$ cat src/rtl/mul_issue_ctrl_pkg.sv
// ============================================================================
// mul_pkg : shared types and defaults for the multiplier issue controller.
// Revision: 1.0
// ============================================================================
`default_nettype none

package mul_pkg;

    typedef enum logic [1:0] {
        S_IDLE  = 2'd0,
        S_ISSUE = 2'd1,
        S_WAIT  = 2'd2,
        S_DONE  = 2'd3
    } issue_state_t;

    localparam int MUL_LEN_DEFAULT   = 32;
    localparam int MUL_DEPTH_DEFAULT = 4;

endpackage

`default_nettype wire

$ cat src/rtl/mul_issue_fifo.sv
// ============================================================================
// mul_issue_fifo : DEPTH-entry request queue with wrap-around pointers.
// Revision: 1.0
// ============================================================================
`default_nettype none

module mul_issue_fifo #(
    parameter int WIDTH = 64,
    parameter int DEPTH = 4
) (
    input  logic             clk,
    input  logic             rst,
    input  logic             i_push,
    input  logic [WIDTH-1:0] i_data,
    input  logic             i_pop,
    output logic [WIDTH-1:0] o_data,
    output logic             o_full,
    output logic             o_empty
);

    localparam int            c_aw        = $clog2(DEPTH);
    localparam logic [c_aw:0] c_depth_cnt = (c_aw + 1)'(DEPTH);

    logic [WIDTH-1:0] r_mem [DEPTH];
    logic [c_aw-1:0]  r_wr_ptr;
    logic [c_aw-1:0]  r_rd_ptr;
    logic [c_aw:0]    r_count;
    logic             w_push;
    logic             w_pop;

    assign o_full  = (r_count == c_depth_cnt);
    assign o_empty = (r_count == '0);
    assign w_push  = i_push && !o_full;
    assign w_pop   = i_pop && !o_empty;
    assign o_data  = r_mem[r_rd_ptr];

    // DEPTH is a power of two, so the pointers wrap naturally.
    always_ff @(posedge clk or posedge rst) begin
        if (rst) begin
            r_wr_ptr <= '0;
            r_rd_ptr <= '0;
            r_count  <= '0;
        end else begin
            if (w_push) r_wr_ptr <= r_wr_ptr + 1'b1;
            if (w_pop)  r_rd_ptr <= r_rd_ptr + 1'b1;
            case ({w_push, w_pop})
                2'b10:   r_count <= r_count + 1'b1;
                2'b01:   r_count <= r_count - 1'b1;
                default: r_count <= r_count;
            endcase
        end
    end

    always_ff @(posedge clk) begin
        if (w_push) r_mem[r_wr_ptr] <= i_data;
    end

endmodule

`default_nettype wire

$ cat src/rtl/mul_issue_ctrl.sv
// ============================================================================
// mul_issue_ctrl : queues multiply requests and issues them one at a time to
// a shift-add multiplier. Optional macro MUL_ISSUE_SIGNED_EN adds signed ops.
// Revision: 1.0
// ============================================================================
`default_nettype none

module mul_issue_ctrl
    import mul_pkg::*;
#(
    parameter int LEN   = MUL_LEN_DEFAULT,
    parameter int DEPTH = MUL_DEPTH_DEFAULT
) (
    input  logic             clk,
    input  logic             rst,
    input  logic             in_valid,
    output logic             in_ready,
    input  logic [LEN-1:0]   in_a,
    input  logic [LEN-1:0]   in_b,
    input  logic             in_signed,
    output logic             mul_start,
    output logic [LEN-1:0]   mul_multiplicand,
    output logic [LEN-1:0]   mul_multiplier,
    input  logic [2*LEN-1:0] mul_product,
    input  logic             mul_finish,
    output logic             out_valid,
    input  logic             out_ready,
    output logic [2*LEN-1:0] out_data
);

`ifdef MUL_ISSUE_SIGNED_EN
    localparam int c_ew = 2*LEN + 1;
`else
    localparam int c_ew = 2*LEN;
`endif

    issue_state_t   r_state;
    issue_state_t   w_state_nxt;
    logic           w_pop;
    logic           w_capture;
    logic           w_fifo_full;
    logic           w_fifo_empty;
    logic [c_ew-1:0] w_push_data;
    logic [c_ew-1:0] w_head;
    logic [LEN-1:0] w_head_a;
    logic [LEN-1:0] w_head_b;
    logic [LEN-1:0] w_op_a_nxt;
    logic [LEN-1:0] w_op_b_nxt;
    logic [2*LEN-1:0] w_result;

    logic [LEN-1:0]   r_op_a;
    logic [LEN-1:0]   r_op_b;
    logic [2*LEN-1:0] r_out_data;
    logic             r_out_valid;

    assign w_head_a = w_head[2*LEN-1:LEN];
    assign w_head_b = w_head[LEN-1:0];

`ifdef MUL_ISSUE_SIGNED_EN
    logic w_head_signed;
    logic w_neg_nxt;
    logic r_neg;

    assign w_push_data   = {in_signed, in_a, in_b};
    assign w_head_signed = w_head[2*LEN];
    // Negating -2^(LEN-1) in LEN bits yields 2^(LEN-1) read as unsigned.
    assign w_op_a_nxt = (w_head_signed && w_head_a[LEN-1]) ? (~w_head_a + 1'b1) : w_head_a;
    assign w_op_b_nxt = (w_head_signed && w_head_b[LEN-1]) ? (~w_head_b + 1'b1) : w_head_b;
    assign w_neg_nxt  = w_head_signed && (w_head_a[LEN-1] ^ w_head_b[LEN-1]);
    assign w_result   = r_neg ? (~mul_product + 1'b1) : mul_product;

    always_ff @(posedge clk or posedge rst) begin
        if (rst)        r_neg <= 1'b0;
        else if (w_pop) r_neg <= w_neg_nxt;
    end
`else
    logic w_unused_signed;

    assign w_unused_signed = in_signed;
    assign w_push_data     = {in_a, in_b};
    assign w_op_a_nxt      = w_head_a;
    assign w_op_b_nxt      = w_head_b;
    assign w_result        = mul_product;
`endif

    mul_issue_fifo #(
        .WIDTH (c_ew),
        .DEPTH (DEPTH)
    ) u_fifo (
        .clk     (clk),
        .rst     (rst),
        .i_push  (in_valid),
        .i_data  (w_push_data),
        .i_pop   (w_pop),
        .o_data  (w_head),
        .o_full  (w_fifo_full),
        .o_empty (w_fifo_empty)
    );

    always_ff @(posedge clk or posedge rst) begin
        if (rst) r_state <= S_IDLE;
        else     r_state <= w_state_nxt;
    end

    always_comb begin
        w_state_nxt = r_state;
        w_pop       = 1'b0;
        w_capture   = 1'b0;
        case (r_state)
            S_IDLE: begin
                if (!w_fifo_empty) begin
                    w_pop       = 1'b1;
                    w_state_nxt = S_ISSUE;
                end
            end
            S_ISSUE: w_state_nxt = S_WAIT;
            S_WAIT: begin
                if (mul_finish) begin
                    w_capture   = 1'b1;
                    w_state_nxt = S_DONE;
                end
            end
            S_DONE: begin
                if (out_ready) w_state_nxt = S_IDLE;
            end
            default: w_state_nxt = S_IDLE;
        endcase
    end

    // Operands only change on a pop, so they are stable from ISSUE through WAIT.
    always_ff @(posedge clk or posedge rst) begin
        if (rst) begin
            r_op_a      <= '0;
            r_op_b      <= '0;
            r_out_data  <= '0;
            r_out_valid <= 1'b0;
        end else begin
            if (w_pop) begin
                r_op_a <= w_op_a_nxt;
                r_op_b <= w_op_b_nxt;
            end
            if (w_capture) begin
                r_out_data  <= w_result;
                r_out_valid <= 1'b1;
            end else if (r_state == S_DONE && out_ready) begin
                r_out_valid <= 1'b0;
            end
        end
    end

    assign in_ready         = !w_fifo_full;
    assign mul_start        = (r_state == S_ISSUE);
    assign mul_multiplicand = r_op_a;
    assign mul_multiplier   = r_op_b;
    assign out_valid        = r_out_valid;
    assign out_data         = r_out_data;

endmodule

`default_nettype wire

$ cat config.mk
export PLATFORM = sky130hd
export DESIGN_NAME = mul_issue_ctrl
export DESIGN_NICKNAME = d
export VERILOG_FILES = /design/src/rtl/mul_issue_ctrl_pkg.sv /design/src/rtl/mul_issue_fifo.sv /design/src/rtl/mul_issue_ctrl.sv
export SDC_FILE = /design/constraint.sdc
export NUM_CORES = 1
export LEC_CHECK = 0
export ABC_AREA = 1
export CAP_MARGIN = 20
export CORE_UTILIZATION = 63
export DETAILED_ROUTE_END_ITERATION = 8
export DONT_BUFFER_PORTS = 1
export PLACE_DENSITY_LB_ADDON = 0.3
export SKIP_CTS_REPAIR_TIMING = 1
export SLEW_MARGIN = 20
export SYNTH_ARGS = -nofsm -noshare
export SYNTH_HDL_FRONTEND = slang
export SYNTH_SLANG_ARGS = --single-unit
$ cat constraint.sdc
create_clock -name clk -period 16.15 [get_ports clk]
set_input_delay 4.845 -clock clk [delete_from_list [all_inputs] [get_ports clk]]
set_output_delay 4.845 -clock clk [all_outputs]
set_load 0.005 [all_outputs]
# ---- Word-level counts from Yosys, hierarchy flattened
# Memories as Yosys holds them, arrays and structs flattened. A register that Yosys moved wholly into a read port is not among the register bits.
# Index checks and enable logic that the tools add are counted.
dict set report word_totals {
  ff_bits 74
  ramBits 256
  input_bits 134
  out_inout_bits 131
  word_cells 43
  memories 1
}
dict set report op_classes {
  addsub 4
  eq_ne 9
  n_mux 13
  n_reduce_logical 10
}
# name depth width rd rd_clocked_by_memory_dff write_ports line_no
set memory_table {}
lappend memory_table {u_fifo.r_mem 4 64 1 1 1 mul_issue_fifo.sv:24} ;# logic [WIDTH-1:0] r_mem [DEPTH];
# cell n
set ops {}
lappend ops {{2-to-1 mux 1 bit} 8}
lappend ops {{case mux 2 bit (4 select lines)} 1}
lappend ops {{== test 2 bit, second input constant} 3}
lappend ops {{2-to-1 mux 2 bit} 3}
lappend ops {{inequality test 2 bit, second input constant} 3}
lappend ops {{case mux 3 bit (2 select lines)} 1}
lappend ops {{adder 2 x 1 -> 2 bit, second input constant} 2}
lappend ops {{== test 2 x 1 -> 1 bit, second input constant} 2}
lappend ops {{nonzero test 2 bit} 2}
lappend ops {{adder 3 x 1 -> 3 bit, second input constant} 1}
lappend ops {{== test 3 bit, second input constant} 1}
lappend ops {{logical AND 1 bit} 3}
lappend ops {{zero test 3 bit} 1}
lappend ops {{AND reduction 3 bit} 1}
lappend ops {{subtractor 3 x 1 -> 3 bit, second input constant} 1}
lappend ops {{zero test 1 bit} 2}
lappend ops {{zero test 2 bit} 1}

# ---- Logic depth before layout (Yosys ltp)
# Gate-level depths: netlist of the first run.
dict set report depth {
  depth_word 6
  depth_mapped 11
  depth_no_buf 10
}

# ---- Modules after synthesis
# A second synthesis of the first run with hierarchy kept.
dict set report hier_totals {
  cells_unflattened 1388
  hier_area_um2 15895.2
}
# module instances cells_per_inst area_each_um2
set by_module_without_submodules {}
lappend by_module_without_submodules {mul_issue_fifo 1 809 10657.7}
lappend by_module_without_submodules {mul_issue_ctrl 1 579 5237.5}

# ---- Worst setup path before layout of the first run
# Ideal clock, no wire load.
dict set report synth_path {
  path_kind {input to register}
  from {input port in_valid}
  to {memory u_fifo.r_mem[0][0] (enable)}
  arrival_time_ns 7.686
  required_ns 15.663
  path_slack_ns 7.978
  path_stages 2
  path_cell_list {nand2_1 > nor2_1}
}
dict set report synth_via {
  elab_chain_cells 3
}
# element line_no
set synth_rtl {}
lappend synth_rtl {{start, declared} mul_issue_ctrl.sv:16} ;# input logic in_valid,
lappend synth_rtl {{logical AND 1 bit} mul_issue_fifo.sv:33} ;# assign w_push = i_push && !o_full;
lappend synth_rtl {{2-to-1 mux 1 bit} mul_issue_fifo.sv:55} ;# if (w_push) r_mem[r_wr_ptr] <= i_data;
lappend synth_rtl {{2-to-1 mux 1 bit (implied by the code)} mul_issue_fifo.sv:55}
lappend synth_rtl {{end, declared} mul_issue_fifo.sv:24}
# Every way passes these cells.

# ---- Worst setup path in the final report of the first run
dict set report layout_path {
  from {register r_state[1]}
  to {output port mul_start}
}
dict set report layout_via {
  elab_chain_cells 1
}
# element line_no
set layout_rtl {}
lappend layout_rtl {{start, declared} mul_issue_ctrl.sv:37} ;# issue_state_t r_state;
lappend layout_rtl {{start signal, assigned} mul_issue_ctrl.sv:102} ;# else r_state <= w_state_nxt;
lappend layout_rtl {{== test 2 x 1 -> 1 bit} mul_issue_ctrl.sv:152} ;# assign mul_start = (r_state == S_ISSUE);
lappend layout_rtl {{end, declared} mul_issue_ctrl.sv:21} ;# output logic mul_start,
# Every way passes these cells.

==> results.json, run 1 <==
{
  "synth.area.top_cells": "edfxtp_1 (48%), dfrtp_1 (21%), nand2_1 (12%)",
  "vdd_drop_max_mv": 0.150,
  "wl_met2_um": 16900,
  "min_to": "mul_multiplicand[9]",
  "clock-sinks": 394,
  "hold_viol_final": 0,
  "post-place-ws_ns": 9.64,
  "holdCritStartpoint": "mul_multiplicand[9]",
  "syn_area_per_cell_um2": 10.9,
  "synth.most_common_cell": "nand2_1",
  "grt_setup_unrepaired": "no",
  "path_max_fanout": 4,
  "antennaDiodeCount": 0,
  "coreArea_mm2": 0.0252,
  "outcome": "finished clean",
  "max_freq_mhz": 164,
  "critPathRequiredTime_ns": 11.30,
  "reg2reg_depth": 7,
  "wl_met3_um": 2550,
  "gp_congestion": 0.741,
  "synthFlopType": "edfxtp_1",
  "synth_top_area_share_pct": 47.6,
  "drive_gt1_share_pct": 9.95,
  "root_buffer": "clkbuf_16",
  "worstHoldPathType": "flip-flop to flip-flop",
  "yosysUniqueCellTypes": 21,
  "cp-start-kind": "flip-flop",
  "place_hpwl_um": 18500,
  "cp-end-kind": "primary output",
  "setup_ws_ns": 10.07,
  "grt_pass1_wl_um": 50200,
  "top_layer": "met4",
  "rows": 58,
  "drt_wl_total_um": 32400,
  "synth_edf_count": 256,
  "initial_core_util_pct": 64.2,
  "clk_latency_ns": 0.52,
  "path_clk_slew_ns": 0.06,
  "period_minus_slack_ns": 6.08,
  "slew-limit-headroom_pct": 30.1,
  "synthArstFlopShare_pct": 35.0,
  "rr_startpoint": "u_fifo.r_rd_ptr[0]",
  "yosys_warnings": 0,
  "drt-met1-wl_um": 12300,
  "worstPathArrival_ns": 1.24,
  "grt_pass1_vias": 9760,
  "cp-startpoint": "r_state[1]",
  "cts_buffer_depth": 3,
  "skew_ns": 0.0151,
  "antenna_found_initial": 0,
  "drt_pass1_iterations": 7,
  "io_buffers": 0,
  "syn-instance-count": 1487,
  "ant_nets": 0,
  "slew_viol_final": 0,
  "synth.yosys.seq_area_share_pct": 68.9,
  "p_per_area_mw_per_mm2": 196,
  "vias": 9602,
  "dieWidth_um": 162,
  "nets": 1622,
  "synth_area_mm2": 0.0162,
  "tns_ns": 0,
  "leakagePower_nw": 8.25,
  "synth_top_area_cell": "edfxtp_1",
  "numCtsBuffers": 39,
  "via_per_inst": 5.23,
  "htreeDepth": 2,
  "grt_max_degree": 76,
  "die_area_mm2": 0.0263,
  "die_h_um": 162,
  "finalCritPeriodShare_pct": 37.7,
  "wl_per_cell_um": 17.7,
  "finalSetupViolCount": 0,
  "drtIter0Drc": 781,
  "r2r-end": "mul_multiplier[13]",
  "cts_tree": "built",
  "min_path_cells": 2,
  "syn-num-nets": 1632,
  "postLayoutCoreUtil_pct": 70.1,
  "grt_usage_pct": 25.1,
  "tightestPinTransition_ns": 1.05,
  "io_pins": 265,
  "r2r_setup_slack_ns": 13.40,
  "synth_common_cells": "nand2_1 (535), inv_1 (272), edfxtp_1 (256)",
  "drv_cap": 0,
  "critical_path_class": "flip-flop to primary output",
  "synthToLayoutAreaGrowth_pct": 9.27,
  "ys_ff_latch": 394,
  "globalRoute.totalOverflow": 0,
  "drc": 0
}
-- layout make-up --
cell class | count | area (um2)
flip-flops and latches | 394 | 11100
fillers | 1708 | 7520
multi-input cells | 756 | 3660
clock buffers | 58 | 1200
inverters | 275 | 1040
well taps | 330 | 413
clock inverters | 13 | 120
repair buffers | 11 | 82.6
-- cells by family after synthesis --
kind of cell,synth area share (%)
buf+inv,8.67
xor+xnor,0.271
compound gates,0.0309
fa+ha+maj,0.898
flops,68.9
mux,4.46
simple gates,16.8
-- per-stage QoR --
stage | area [um2] | hold WS (ns) | total power, mW | cells
finish | 17700 | 0.505 | 3.46 | 1837
global route | 17700 | 0.520 | 3.67 | 1837
CTS | 17700 | 0.510 | 3.49 | 1837
detailed placement | 16300 | 0.494 | 2.58 | 1766
global placement | 16300 | 0.492 | 2.52 | 1766
floorplan | 16200 | 0.464 | 2.33 | 1487
-- where the power goes --
group	internal (mW)	switching (mW)	total (mW)	leakage (nW)
combinational	0.317	0.630	0.947	3.60
sequential	1.40	0.200	1.60	4.01
clock	0.548	0.359	0.907	0.645
total	2.27	1.19	3.46	8.25
-- metal layers --
layer / GRT usage, % / vias up
li1: - / 4611
met1: 29.3 / 4615
met4: 7.80 / 0
met3: 6.59 / 50
met5: 0 / -
met2: 45.1 / 326
-- worst max-delay path, cell delays in order, from the launching register on --
cell     delay, ns
dfrtp_1       0.41
inv_1         0.11
ha_1          0.19
-- state kept, by name (all words and copies together), names as in the netlist --
register and flops:
mul_multiplicand 32, mul_multiplier 32, out_data 64, out_valid 1
r_state 2, u_fifo.r_count 3, u_fifo.r_mem 256, u_fifo.r_rd_ptr 2
u_fifo.r_wr_ptr 2
-- worst max-delay path by stage --
stage                                endpoint  slack, ns  cells after the start
after global routing                mul_start      10.01                      2
after detailed placement  u_fifo.r_mem[2][23]       9.64                      3
after floorplan           mul_multiplicand[0]       7.61                      1
after global placement    u_fifo.r_mem[1][29]       9.63                      3
after CTS                           mul_start      10.04                      2
final                               mul_start      10.07                      2
-- layout by cell type (no fill, tap or decap), drive strengths merged, types with 2 or more instances in the layout --
master | Yosys | final
edfxtp | 256 | 256
buf | 52 | 11
bufinv | 0 | 2
clkinv | 0 | 8
nor2 | 5 | 5
xnor2 | 2 | 2
clkbuf | 10 | 58
nand2 | 536 | 536
inv | 275 | 275
clkinvlp | 0 | 3
xor2 | 3 | 3
nand3 | 133 | 133
dfrtp | 138 | 138
ha | 10 | 10
mux2 | 64 | 64
Power figures use the tool's default switching activity.
==> run 2: changes to the inputs <==
Settings changed: CORE_UTILIZATION 63 to 57.
Clock period 16.15 ns to 5.39 ns, I/O delays scaled along.
==> results.json, run 2 (same netlist as run 1, synthesis figures left out) <==
{
  "dpl.cell_count": 1816,
  "final_common_cell": "nand2_1",
  "finalSetupViolCount": 0,
  "fin_area_mm2": 0.0178,
  "synthToLayoutAreaGrowth_pct": 10.4,
  "place_hpwl_um": 18600,
  "skew_ns": 0.0175,
  "via_per_inst": 5.10,
  "antennaDiodeCount": 0,
  "clock-sinks": 394,
  "cts_tree": "built",
  "mostFrequentLayoutCells": "nand2_1 (534), inv_1 (271), edfxtp_1 (256)",
  "instances_no_fill": 1892,
  "period_minus_slack_ns": 2.90,
  "initial_core_util_pct": 58.0,
  "path_cells": "inv_1, ha_1",
  "gp_congestion": 0.736,
  "placed_area_mm2": 0.0164,
  "globalRoute.totalOverflow": 0,
  "worstHoldPathType": "flip-flop to flip-flop",
  "clk_latency_ns": 0.52,
  "max_freq_mhz": 344,
  "post-place-ws_ns": 2.07,
  "root_buffer": "clkbuf_16",
  "drc": 0,
  "slew_viol_final": 0,
  "rows": 61,
  "largest_reg_flops": 256,
  "outcome": "finished clean",
  "leakagePower_nw": 8.33,
  "grt_max_degree": 85,
  "worstPathArrival_ns": 1.29,
  "io_buffers": 0,
  "die_area_mm2": 0.0290,
  "tightestPinTransition_ns": 1.10,
  "vdd_drop_max_mv": 0.355,
  "grt_pass1_vias": 9675,
  "dieWidth_um": 170,
  "io_pins": 265,
  "grt_pass1_wl_um": 50700,
  "htreeDepth": 2,
  "cts_buffer_depth": 3,
  "finalCritPeriodShare_pct": 53.9,
  "path_max_fanout": 4,
  "drv_cap": 0,
  "antenna_found_initial": 0,
  "critical_path_class": "flip-flop to primary output",
  "grt_usage_pct": 23.1,
  "ant_nets": 0,
  "coreArea_mm2": 0.0279,
  "drive_gt1_share_pct": 10.6,
  "tns_ns": 0,
  "drt_wl_total_um": 33000,
  "crit_path_max_incr_delay_ns": 0.42,
  "nets": 1626,
  "slew-limit-headroom_pct": 26.8,
  "vias": 9656,
  "cp-end-kind": "primary output",
  "hold_viol_final": 0,
  "hold_slack_ns": 0.506,
  "setup_ws_ns": 2.49,
  "cp_slowest_cell": "dfrtp_1",
  "regMostFlops": "u_fifo.r_mem",
  "cp-start-kind": "flip-flop",
  "grt_setup_unrepaired": "no",
  "die_h_um": 170,
  "postLayoutCoreUtil_pct": 64.1,
  "p_per_area_mw_per_mm2": 591,
  "drt_pass1_iterations": 5,
  "drtIter0Drc": 577,
  "path_clk_slew_ns": 0.06,
  "wl_per_cell_um": 17.4,
  "critPathRequiredTime_ns": 3.77,
  "numCtsBuffers": 41,
  "finalPower_mw": 10.6
}
## run 2: area by class of cell
cell class / count / area [um2]
inverters: 275 / 1040
clock buffers: 59 / 1240
well taps: 378 / 473
multi-input cells: 756 / 3660
flip-flops and latches: 394 / 11100
fillers: 2099 / 10000
clock inverters: 17 / 196
repair buffers: 13 / 97.6
## run 2: power by group
part	switching, mW	internal [mW]	leakage [nW]
Clock	1.11	1.79	0.713
Sequential	0.586	4.21	4.01
Combinational	1.89	0.956	3.61
Total	3.59	6.96	8.33
## run 2: path summary, 6_finish.rpt
check                                        start                 end  slack [ns]  depth (start not counted)
worst min register to register   mul_multiplier[3]   mul_multiplier[3]        0.51                          2
worst max-delay path                    r_state[1]           mul_start        2.49                          2
worst min-delay path             mul_multiplier[3]   mul_multiplier[3]        0.51                          2
min in group asynchronous                      rst        out_data[50]        1.10                          1
worst max register to register  u_fifo.r_rd_ptr[0]  mul_multiplier[25]        2.71                          7
max in group asynchronous                      rst        out_data[18]        3.23                          2
## run 2: worst max-delay path, delay by kind of cell (launching register included)
family | cells | cell delay (ns)
DFF | 1 | 0.42
adders and majority gates | 1 | 0.24
buffers and inverters | 1 | 0.12
## run 2: routing by layer
layer	track usage [%]	routed length, um
met1	27.2	13000
met2	41.2	16700
met3	6.49	2780
met4	6.27	527
met5	0	0
==> run 3: changes to the inputs <==
Settings changed: CORE_UTILIZATION 57 to 63.
Clock period 5.39 ns to 2.8 ns, I/O delays scaled along.
==> results.json, run 3 (same netlist as run 1, synthesis figures left out) <==
{
  "critical_path_class": "flip-flop to flip-flop",
  "vias": 9722,
  "grt_pass1_vias": 9776,
  "fin_area_mm2": 0.0179,
  "skew_ns": 0.0101,
  "drv_cap": 0,
  "drt_pass1_iterations": 5,
  "numCtsBuffers": 40,
  "slew-limit-headroom_pct": 41.3,
  "cts_tree": "built",
  "seq_area_mm2": 0.0111,
  "tns_ns": 0,
  "cts_buffer_depth": 3,
  "r2r-end": "u_fifo.r_count[2]",
  "outcome": "finished clean",
  "worstHoldPathType": "primary input to async pin",
  "die_area_mm2": 0.0263,
  "drt_wl_total_um": 33200,
  "cp-start-kind": "flip-flop",
  "coreArea_mm2": 0.0252,
  "rr_startpoint": "u_fifo.r_count[0]",
  "leakagePower_nw": 8.37,
  "finalCritPeriodShare_pct": 76.9,
  "rows": 58,
  "p_per_area_mw_per_mm2": 1140,
  "hold_slack_ns": 0.260,
  "ant_nets": 0,
  "gp_congestion": 0.748,
  "cp-end-kind": "flip-flop",
  "period_minus_slack_ns": 2.15,
  "nets": 1634,
  "die_h_um": 162,
  "initial_core_util_pct": 64.2,
  "worstPathArrival_ns": 2.55,
  "clk_latency_ns": 0.51,
  "max_freq_mhz": 464,
  "placed_area_mm2": 0.0165,
  "wl_per_cell_um": 17.9,
  "vdd_drop_max_mv": 0.793,
  "root_buffer": "clkbuf_16",
  "grt_max_degree": 130,
  "multiInputGateArea_mm2": 0.00366,
  "drc": 0,
  "grt_pass1_wl_um": 51600,
  "clock-sinks": 394,
  "grt_usage_pct": 25.7,
  "critPathCapture": "u_fifo.r_count[2]",
  "htreeDepth": 2,
  "mostFrequentLayoutCells": "nand2_1 (534), inv_1 (271), edfxtp_1 (256)",
  "synthToLayoutAreaGrowth_pct": 10.7,
  "fillers": 1711,
  "place_hpwl_um": 19500,
  "reg2reg_depth": 8,
  "largest_reg_flops": 256,
  "finalSetupViolCount": 0,
  "path_max_fanout": 6,
  "hold_viol_final": 0,
  "drive_gt1_share_pct": 10.9,
  "final_common_cell": "nand2_1",
  "dieWidth_um": 162,
  "via_per_inst": 5.26,
  "globalRoute.totalOverflow": 0,
  "tightestPinTransition_ns": 0.881,
  "io_buffers": 0,
  "antenna_found_initial": 0,
  "path_clk_slew_ns": 0.06,
  "drtIter0Drc": 710,
  "grt_setup_unrepaired": "no",
  "critPathRequiredTime_ns": 3.19,
  "r2r_setup_slack_ns": 0.65,
  "regMostFlops": "u_fifo.r_mem",
  "slew_viol_final": 0,
  "cp-startpoint": "u_fifo.r_count[0]",
  "io_pins": 265,
  "antennaDiodeCount": 0
}
==> run 3: changes by cell type in the layout (fill, tap and decap cells not counted), sizes merged <==
cell / delta
clkinvlp: +3
buf: +9
inv: -1
bufinv: +1
clkinv: -2
clkbuf: -5
==> run 3: critical path: stages, from the launching register on <==
cell     delay, ns
dfrtp_1       0.42
nor2_2        0.07
nand2_1       0.13
nand2_1       0.30
ha_1          0.37
fa_1          0.45
nand2_1       0.07
nand3_1       0.08
xor2_1        0.14
==> run 3: routing by layer <==
layer / vias up / global-route usage, % / wire length [um]
li1: 4641 / - / -
met1: 4665 / 30.7 / 12500
met2: 353 / 45.1 / 17000
met3: 63 / 6.89 / 2900
met4: 0 / 8.70 / 830
met5: - / 0 / 0
==> run 3: worst min path at each step <==
stage	from	to	depth (start not counted)
finish	rst	mul_multiplicand[1]	1
CTS	rst	out_data[39]	1
global placement	mul_multiplier[15]	mul_multiplier[15]	2
global route	rst	mul_multiplicand[5]	1
detailed placement	mul_multiplier[15]	mul_multiplier[15]	2
floorplan	out_valid	out_valid	2
==> run 3: final cells by class <==
cell class	count	area share, %
well taps	330	2.31
clock inverters	18	1.29
clock buffers	54	6.46
repair buffers	22	1.41
multi-input cells	756	20.5
inverters	275	5.80
flip-flops and latches	394	62.3
==> run 3: where the power goes <==
part / switching [mW] / leakage, nW / internal [mW]
registers: 1.03 / 4.01 / 8.09
logic: 3.82 / 3.68 / 1.95
clock network: 2.12 / 0.680 / 3.37
total: 6.96 / 8.37 / 13.4
==> run 3: per-stage QoR <==
step | utilization, % | cells | setup slack (ns) | power (mW)
after global placement | 65.6 | 1777 | 0.477 | 14.7
after CTS | 71.1 | 1849 | 0.627 | 20.6
after detailed placement | 65.6 | 1777 | 0.460 | 15.0
final | 71.1 | 1849 | 0.647 | 20.4
after global routing | 71.1 | 1849 | 0.453 | 21.6
after floorplan | - | 1487 | -1.37 | 13.4
